<file path="src/rtl/bitrev_reorder_if.sv">
// Streaming sample bus between the last FFT butterfly stage and the
// bit-reversal reorder buffer, plus the reordered output stream.
interface bitrev_reorder_if #(
  parameter int W = 32
);
  logic           start_ip;
  logic [2*W-1:0] ip;
  logic [2*W-1:0] op;
  logic           start_op;
  logic           valid_op;
  logic           frame_err;

  // Upstream side: drives the bit-reversed stream, observes the reordered one
  modport master (
    output start_ip, ip,
    input  op, start_op, valid_op, frame_err
  );

  // Reorder buffer side
  modport slave (
    input  start_ip, ip,
    output op, start_op, valid_op, frame_err
  );
endinterface

</file>
<file path="src/rtl/bitrev_reorder.sv">
// Output reorder buffer for the radix-2 SDF FFT. Frames arrive in bit-reversed
// index order and are written to bit-reversed addresses of one ping-pong bank.
// Completed banks are then read out in natural order, so back-to-back frames
// stream out with no gap.
module bitrev_reorder #(
  parameter int N = 3,
  parameter int W = 32
) (
  input  logic            clk,
  input  logic            rst,
  bitrev_reorder_if.slave bus
);
  localparam int DEPTH = 1 << N;
  localparam logic [N-1:0] LAST = {N{1'b1}};

  typedef enum logic {WR_IDLE, WR_ACTIVE} wr_state_t;
  typedef enum logic {RD_IDLE, RD_ACTIVE} rd_state_t;

  logic [2*W-1:0] mem [2][DEPTH];

  wr_state_t  wr_state, wr_state_next;
  logic [N-1:0] wr_cnt, wr_cnt_next, wr_idx, wr_addr;
  logic       wr_bank, wr_bank_next, wr_en;
  logic       full_next, full_q, full_bank_q;
  logic       err_next, err_pend;

  rd_state_t  rd_state, rd_state_next;
  logic [N-1:0] rd_cnt, rd_cnt_next, rd_addr;
  logic       rd_bank, rd_bank_next, rd_sel, rd_en, rd_first;

  function automatic logic [N-1:0] bitrev(input logic [N-1:0] v);
    logic [N-1:0] r;
    r = '0;
    for (int i = 0; i < N; i++) r[i] = v[N-1-i];
    return r;
  endfunction

  // Write side: a start pulse always (re)begins at index 0; the last index completes the bank
  always_comb begin
    wr_state_next = wr_state;
    wr_cnt_next   = wr_cnt;
    wr_bank_next  = wr_bank;
    wr_en         = 1'b0;
    wr_idx        = wr_cnt;
    full_next     = 1'b0;
    err_next      = 1'b0;
    if (bus.start_ip) begin
      wr_en    = 1'b1;
      wr_idx   = '0;
      err_next = (wr_state == WR_ACTIVE) && (wr_cnt != '0);
    end else if (wr_state == WR_ACTIVE) begin
      wr_en = 1'b1;
    end
    wr_addr = bitrev(wr_idx);
    if (wr_en) begin
      wr_cnt_next = wr_idx + N'(1);
      if (wr_idx == LAST) begin
        full_next     = 1'b1;
        wr_bank_next  = ~wr_bank;
        wr_state_next = WR_IDLE;
      end else begin
        wr_state_next = WR_ACTIVE;
      end
    end
  end

  // Read side: a freshly completed bank takes priority so the next frame follows with no gap
  always_comb begin
    rd_state_next = rd_state;
    rd_cnt_next   = rd_cnt;
    rd_bank_next  = rd_bank;
    rd_en         = 1'b0;
    rd_first      = 1'b0;
    rd_addr       = rd_cnt;
    rd_sel        = rd_bank;
    if (full_q) begin
      rd_en         = 1'b1;
      rd_first      = 1'b1;
      rd_addr       = '0;
      rd_sel        = full_bank_q;
      rd_bank_next  = full_bank_q;
      rd_cnt_next   = N'(1);
      rd_state_next = RD_ACTIVE;
    end else if (rd_state == RD_ACTIVE) begin
      rd_en       = 1'b1;
      rd_cnt_next = rd_cnt + N'(1);
      if (rd_cnt == LAST) rd_state_next = RD_IDLE;
    end
  end

  // Sample storage is deliberately left out of reset; stale contents are never read
  always_ff @(posedge clk) begin
    if (!rst && wr_en) mem[wr_bank][wr_addr] <= bus.ip;
  end

  // State and output registers; frame_err trails the offending start by one extra cycle
  always_ff @(posedge clk) begin
    if (rst) begin
      wr_state      <= WR_IDLE;
      wr_cnt        <= '0;
      wr_bank       <= 1'b0;
      full_q        <= 1'b0;
      full_bank_q   <= 1'b0;
      err_pend      <= 1'b0;
      rd_state      <= RD_IDLE;
      rd_cnt        <= '0;
      rd_bank       <= 1'b0;
      bus.op        <= '0;
      bus.start_op  <= 1'b0;
      bus.valid_op  <= 1'b0;
      bus.frame_err <= 1'b0;
    end else begin
      wr_state      <= wr_state_next;
      wr_cnt        <= wr_cnt_next;
      wr_bank       <= wr_bank_next;
      full_q        <= full_next;
      full_bank_q   <= wr_bank;
      err_pend      <= err_next;
      rd_state      <= rd_state_next;
      rd_cnt        <= rd_cnt_next;
      rd_bank       <= rd_bank_next;
      bus.op        <= rd_en ? mem[rd_sel][rd_addr] : '0;
      bus.start_op  <= rd_first;
      bus.valid_op  <= rd_en;
      bus.frame_err <= err_pend;
    end
  end
endmodule

</file>
<file path="src/flat_wrapper.sv">
// flat-port wrapper written by rule: the top's interface ports become plain ports
module bitrev_reorder_flat 
#(
  parameter int N = 3,
  parameter int W = 32
)
  (clk, rst, bus_start_ip, bus_ip, bus_op, bus_start_op, bus_valid_op, bus_frame_err);
  bitrev_reorder_if #(.W(W)) bus_i ();
  input  logic clk;
  input  logic rst;
  input wire logic [$bits(bus_i.start_ip)-1:0] bus_start_ip;
  input wire logic [$bits(bus_i.ip)-1:0] bus_ip;
  output wire logic [$bits(bus_i.op)-1:0] bus_op;
  output wire logic [$bits(bus_i.start_op)-1:0] bus_start_op;
  output wire logic [$bits(bus_i.valid_op)-1:0] bus_valid_op;
  output wire logic [$bits(bus_i.frame_err)-1:0] bus_frame_err;
  assign bus_i.start_ip = bus_start_ip;
  assign bus_i.ip = bus_ip;
  assign bus_op = bus_i.op;
  assign bus_start_op = bus_i.start_op;
  assign bus_valid_op = bus_i.valid_op;
  assign bus_frame_err = bus_i.frame_err;
  bitrev_reorder #(.N(N), .W(W)) u_core (.clk(clk), .rst(rst), .bus(bus_i));
endmodule
</file>
<file path="config.mk">
export PLATFORM = sky130hd
export DESIGN_NAME = bitrev_reorder_flat
export DESIGN_NICKNAME = d
export VERILOG_FILES = /design/src/rtl/bitrev_reorder_if.sv /design/src/rtl/bitrev_reorder.sv /design/src/flat_wrapper.sv
export SDC_FILE = /design/constraint.sdc
export NUM_CORES = 1
export LEC_CHECK = 0
export ABC_AREA = 1
export CAP_MARGIN = 40
export CORE_AREA = 3 3 311 313
export DETAILED_ROUTE_END_ITERATION = 6
export DIE_AREA = 0 0 314 316
export DONT_BUFFER_PORTS = 1
export HOLD_SLACK_MARGIN = 0.06
export SYNTH_ARGS = -nofsm -noshare
export SYNTH_HDL_FRONTEND = slang
export SYNTH_SLANG_ARGS = --single-unit
export TNS_END_PERCENT = 20
</file>
<file path="constraint.sdc">
create_clock -name clk -period 6.89 [get_ports clk]
set_clock_uncertainty 0.05 [all_clocks]
set_input_delay 0.3445 -clock clk [delete_from_list [all_inputs] [get_ports clk]]
set_output_delay 0.3445 -clock clk [all_outputs]
set_load 0.03 [all_outputs]
</file>
==> impl_metrics.tcl, run 1 <==
set metrics [dict create \
    synth.yosys.warnings 0 \
    cts_repair_resize_count 0 \
    drt_iter0_markers 2452 \
    wl_met2_um 59200 \
    cts.path.max_buffers 3 \
    final.setup.tns_ps 0 \
    worst_setup_path_start_kind "flip-flop" \
    maximum_number_of_pins_on_one_net_before_global_route_repair 175 \
    worst_ep_required_time_ps 7400 \
    critical_path_arrival_ps 4470 \
    syn2layout_area_growth_pct 12.7 \
    report.final.slew_viol_count 0 \
    cts.sinks 1104 \
    antenna_found_initial 6 \
    p_per_area_nw_per_um2 266 \
    grt.overflow.total 0 \
    maximum_achievable_frequency_mhz 253 \
    path_clk_slew_ps 60 \
    design.die.area_um2 99200 \
    hold_violations_final 0 \
    overall_fraction_of_global_route_tracks_in_use 0.245 \
    highest_layer "met4" \
    yosysUniqueCellTypes 22 \
    static-leakage-power_nw 22.1 \
    outcome "finished, final reports clean" \
    netlist_instances 4464 \
    initial_utilization 0.495 \
    layout_commonest_cell "sky130_fd_sc_hd__nand3_1" \
    postCtsSetupBuffers 0 \
    drive_gt1_frac 0.0579 \
    floorplan.io_pins 134 \
    relSlewSlack 0.295 \
    die_height_um 316 \
    cts_htree_levels 3 \
    tritoncts "built" \
    cts-root-buf "sky130_fd_sc_hd__clkbuf_16" \
    synth.ff_latch_count 1104 \
    most-common-layout-cells "sky130_fd_sc_hd__nand3_1, sky130_fd_sc_hd__inv_1, sky130_fd_sc_hd__edfxtp_1" \
    synth_area_per_cell_um2 10.5 \
    power.total_mw 14.0 \
    finalWorstPathRequiredPeriod_ps 3960 \
    finalWirelength_um 121000 \
    grt_pass1_vias 29594 \
    worstSetupEndpointType "flip-flop" \
    drt_drc 0 \
    m1WireLength_um 51300 \
    core_um2 94600 \
    final-setup-viol-count 0 \
    stdcell_count 5825 \
    vdd_drop_max_v 0.000212 \
    min_path_type "input port to flip-flop" \
    dp_hpwl_um 58100 \
    period_share 0.574 \
    setup.worst_path.class "flip-flop to flip-flop" \
    io_buffer_count 0 \
    drv.max_cap_violation_count 0 \
    detail_route.first_pass.iterations 5 \
    worstPathMaxFanout 174 \
    net_count_synth 4533 \
    cts_hold_buf 66 \
    global_route_wire_length_before_repair_um 184000 \
    wl_met3_um 7780 \
    final_antenna_net_count 0 \
    num_vias 30680 \
    vias_per_cell 5.27 \
    avgRoutedWirePerCell_um 20.8 \
    insertion_delay_ps 690 \
    place.gp.congestion 0.749 \
    dp.cells 5535 \
    numCtsBuffers 117 \
    rsz_0062_raised_after_global_routing "false" \
    finish.net_count 4524 \
    synth.cell_area_um2 46800 \
    ys_seq_area_frac 0.691 \
    placement_rows 113 \
    worst-slew-pin-transition_ps 1060 \
    die_width_um 314 \
]
Yosys cell counts:
cell type                  number  area (um2)
sky130_fd_sc_hd__nand3_1     1219        6100
sky130_fd_sc_hd__inv_1       1043        3920
sky130_fd_sc_hd__edfxtp_1    1024       30700
sky130_fd_sc_hd__nand2_1      723        2710
sky130_fd_sc_hd__buf_2        168         841
sky130_fd_sc_hd__dfxtp_1       80        1600
sky130_fd_sc_hd__a21oi_1       69         345
sky130_fd_sc_hd__clkbuf_1      61         229
sky130_fd_sc_hd__nor2_1        34         128
sky130_fd_sc_hd__buf_1         22        82.6
sky130_fd_sc_hd__inv_2          3        11.3
sky130_fd_sc_hd__o21ai_0        3        15.0
sky130_fd_sc_hd__buf_4          2        15.0
sky130_fd_sc_hd__ha_1           2        25.0
sky130_fd_sc_hd__nand2_2        2        12.5
sky130_fd_sc_hd__nand2_4        2        22.5
sky130_fd_sc_hd__nor3_1         2        10.0
sky130_fd_sc_hd__a211oi_1       1        7.51
sky130_fd_sc_hd__a31oi_1        1        6.26
sky130_fd_sc_hd__clkinv_1       1        3.75
sky130_fd_sc_hd__o211ai_1       1        7.51
sky130_fd_sc_hd__o31ai_1        1        7.51
path summary, 6_finish.rpt:
kind	start	to	slack [ps]	cells past startpoint
max	u_core.full_q	u_core.bus.op[17]	2930	10
min	rst	u_core.mem[0][7]	150	2
max reg2reg	u_core.full_q	u_core.bus.op[17]	2930	10
min reg2reg	u_core.err_pend	u_core.bus.frame_err	350	2
layer usage:
metal  vias up  global-route usage
met2      1027               0.415
met5         -                   0
met3       210              0.0336
li1      14577                   -
met1     14866               0.330
met4         0              0.0767
cell type report:
type | count | area, um2
Tap cell | 1265 | 1580
Multi-Input combinational cell | 2060 | 9600
Sequential cell | 1104 | 32400
Antenna cell | 3 | 7.51
Clock inverter | 59 | 661
Timing Repair Buffer | 125 | 1380
Inverter | 1047 | 3950
Clock buffer | 162 | 3260
Fill cell | 7912 | 41800
flip-flops by register name, indices dropped and copies added, names as in the netlist:
register / cells
u_core.bus.frame_err: 1
u_core.bus.op: 64
u_core.bus.start_op: 1
u_core.bus.valid_op: 1
u_core.err_pend: 1
u_core.full_bank_q: 1
u_core.full_q: 1
u_core.mem: 1024
u_core.rd_bank: 1
u_core.rd_cnt: 3
u_core.rd_state: 1
u_core.wr_bank: 1
u_core.wr_cnt: 3
u_core.wr_state: 1
cell families (layout without fill, tap and decap cells):
family | Yosys count | count (layout) | share of synthesized area
flops | 1104 | 1104 | 0.691
simple gates | 1982 | 1982 | 0.192
other cells | 0 | 3 | 0
compound gates | 76 | 76 | 0.00831
buf+inv | 1300 | 1393 | 0.109
fa+ha+maj | 2 | 2 | 0.000534
through the flow:
stage / hold WS, ps / setup WS (ps) / cell area, um2 / utilization
after floorplan: 338 / 1070 / 46800 / -
after global placement: 346 / 2750 / 47900 / 0.507
after detailed placement: 347 / 3020 / 48200 / 0.510
after CTS: 120 / 2970 / 52800 / 0.558
after global routing: 141 / 2720 / 52800 / 0.558
final: 153 / 2930 / 52800 / 0.558
worst max-delay path, cell delays in order, from the launching register on:
cell                      delay, ps
sky130_fd_sc_hd__dfxtp_1        440
sky130_fd_sc_hd__inv_2          310
sky130_fd_sc_hd__nand2_8        570
sky130_fd_sc_hd__nand2_8        590
sky130_fd_sc_hd__buf_16         380
sky130_fd_sc_hd__buf_12         560
sky130_fd_sc_hd__nand2_1        110
sky130_fd_sc_hd__nand3_1        130
sky130_fd_sc_hd__nand3_1        120
sky130_fd_sc_hd__nand3_1        150
sky130_fd_sc_hd__a21oi_1         70
power by group:
group	switching, mW	internal (mW)	total, mW
combinational	0.204	0.0750	0.279
clock	2.57	3.78	6.35
sequential	0.0127	7.37	7.39
(Power assumes the default switching activity.)
==> run 2: changes to the inputs <==
==> constraint.sdc (replaced) <==
create_clock -name clk -period 3.7 [get_ports clk]
set_clock_uncertainty 0.05 [all_clocks]
set_input_delay 0.185 -clock clk [delete_from_list [all_inputs] [get_ports clk]]
set_output_delay 0.185 -clock clk [all_outputs]
set_load 0.03 [all_outputs]
==> impl_metrics.tcl, run 2 (synthesis results as in run 1) <==
set metrics [dict create \
    drv.max_cap_violation_count 0 \
    switching_share 0.201 \
    total_switching_power_mw 5.17 \
    cp_slowest_stage_delay_ps 590 \
    vdd_drop_max_v 0.000366 \
    cts-root-buf "sky130_fd_sc_hd__clkbuf_16" \
    insertion_delay_ps 690 \
    p_per_area_nw_per_um2 486 \
    worst_path_dominant_cell_family "simple AND/OR/NAND/NOR gates" \
    power.share.combinational 0.020 \
    worst_ep_required_time_ps 4240 \
    cts_htree_levels 3 \
    dp_hpwl_um 59000 \
    critical_path.reg2reg.startpoint "u_core.full_q" \
    overall_fraction_of_global_route_tracks_in_use 0.242 \
    rsz_0062_raised_after_global_routing "false" \
    period_share 0.752 \
    finalWorstPathRequiredPeriod_ps 2780 \
    most-common-layout-cells "sky130_fd_sc_hd__nand3_1, sky130_fd_sc_hd__inv_1, sky130_fd_sc_hd__edfxtp_1" \
    static-leakage-power_nw 22.1 \
    grt.overflow.total 0 \
    worstSetupEndpointType "flip-flop" \
    maximum_achievable_frequency_mhz 359 \
    avgRoutedWirePerCell_um 20.5 \
    placement_rows 113 \
    design.die.area_um2 99200 \
    maximum_number_of_pins_on_one_net_before_global_route_repair 161 \
    syn2layout_area_growth_pct 12.8 \
    tritoncts "built" \
    final-setup-viol-count 0 \
    power.total_mw 25.7 \
    detailed_place.area_um2 48400 \
    antenna_found_initial 7 \
    worst_setup_path_start_kind "flip-flop" \
    detail_route.first_pass.iterations 6 \
    layout_commonest_cell "sky130_fd_sc_hd__nand3_1" \
    drt_iter0_markers 3028 \
    worstHoldPathCells 2 \
    global_route_wire_length_before_repair_um 183000 \
    hold_start "u_core.err_pend" \
    reg_top3 "u_core.mem x1024, u_core.bus.op x64" \
    setup.worst_path.class "flip-flop to flip-flop" \
    worstPathMaxFanout 68 \
    whs_ps 360 \
    drive_gt1_frac 0.0606 \
    floorplan.io_pins 134 \
    critical_path_arrival_ps 3320 \
    outcome "finished, final reports clean" \
    p_clk_frac 0.444 \
    report.final.slew_viol_count 0 \
    cpMaxStageDelayCell "sky130_fd_sc_hd__dfxtp_1" \
    cts.path.max_buffers 3 \
    hold_violations_final 0 \
    worst_r2r_path_depth 9 \
    max_flop_register "u_core.mem" \
    final_antenna_net_count 0 \
    dp.cells 5552 \
    initial_utilization 0.495 \
    finalWirelength_um 120000 \
    die_height_um 316 \
    vias_per_cell 5.28 \
    worst-slew-pin-transition_ps 941 \
    internal_power_mw 20.5 \
    io_buffer_count 0 \
    postCtsSetupBuffers 0 \
    final.setup.tns_ps 0 \
    relSlewSlack 0.373 \
    num_vias 30814 \
    stdcell_count 5839 \
    die_width_um 314 \
    numCtsBuffers 116 \
    cts.sinks 1104 \
    min_delay_worst_endpoint "u_core.bus.frame_err" \
    drt_drc 0 \
    timing.reg2reg.setup_slack_ps 920 \
    path_clk_slew_ps 60 \
    min_path_type "flip-flop to flip-flop" \
    largest_register_ffs 1024 \
    core_um2 94600 \
    cell_mode_on_critical_path "sky130_fd_sc_hd__nand3_1" \
    finish.net_count 4540 \
    crit_chain "inv_2 -> nand2_8 -> nand2_8 -> buf_12 -> nand2_1 -> nand3_1 -> nand3_1 -> nand3_1 -> a21oi_1" \
    reg2reg_to "u_core.bus.op[26]" \
    crit_buf_inv 2 \
    place.gp.congestion 0.780 \
    seq_power_share 0.536 \
    stdcell_area_um2 52800 \
    grt_pass1_vias 29787 \
]
## run 2: final cells by class
type                       instances  area, um2
clock buffer                     168       3280
antenna                            2       5.00
tap                             1265       1580
sequential                      1104      32400
inverter                        1047       3950
clock inverter                    51        460
timing repair buffer             142       1590
fill                            7944      41800
multi-input combinational       2060       9610
## run 2: worst register-to-register path, cell delays in order (launching register included)
cell and delay (ps):
sky130_fd_sc_hd__dfxtp_1 590, sky130_fd_sc_hd__inv_2 240, sky130_fd_sc_hd__nand2_8 340, sky130_fd_sc_hd__nand2_8 420, sky130_fd_sc_hd__buf_12 440, sky130_fd_sc_hd__nand2_1 130, sky130_fd_sc_hd__nand3_1 70, sky130_fd_sc_hd__nand3_1 100
sky130_fd_sc_hd__nand3_1 100, sky130_fd_sc_hd__a21oi_1 220
## run 2: routing by layer
metal	up-vias	share of wire	GRT usage
met3	194	0.067	0.0388
met1	14961	0.43	0.331
li1	14610	-	-
met2	1045	0.48	0.401
met5	-	0.00019	0
met4	4	0.024	0.0710
## run 2: how the worst max path moves through the flow
stage | from | end | slack (ps) | depth (start not counted)
global route | u_core.full_q | u_core.bus.op[26] | 770 | 9
detailed placement | u_core.full_q | u_core.bus.op[57] | 930 | 9
finish | u_core.full_q | u_core.bus.op[26] | 920 | 9
global placement | u_core.full_q | u_core.bus.op[26] | 970 | 9
floorplan | u_core.wr_state | u_core.mem[0][100] | -410 | 6
CTS | u_core.full_q | u_core.bus.op[57] | 890 | 9
## run 2: power by group through the flow
stage | logic, mW | registers (mW) | clock network, mW
after global placement | 0.313 | 14.0 | 0
after global routing | 0.586 | 13.8 | 12.1
after CTS | 0.530 | 13.8 | 11.6
after floorplan | 0.215 | 14.0 | 0
final | 0.525 | 13.8 | 11.4
after detailed placement | 0.317 | 14.0 | 0
## run 2: stage by stage
step	util	setup slack, ps
after detailed placement	0.512	935
after floorplan	-	-410
final	0.559	918
after global routing	0.558	775
after CTS	0.558	891
after global placement	0.512	968
## run 2: timing repair
action	CTS	global route
hold endpoints to repair	1115	0
hold buffers	66	0
resized for setup	0	0
endpoints found under the setup margin	0	0
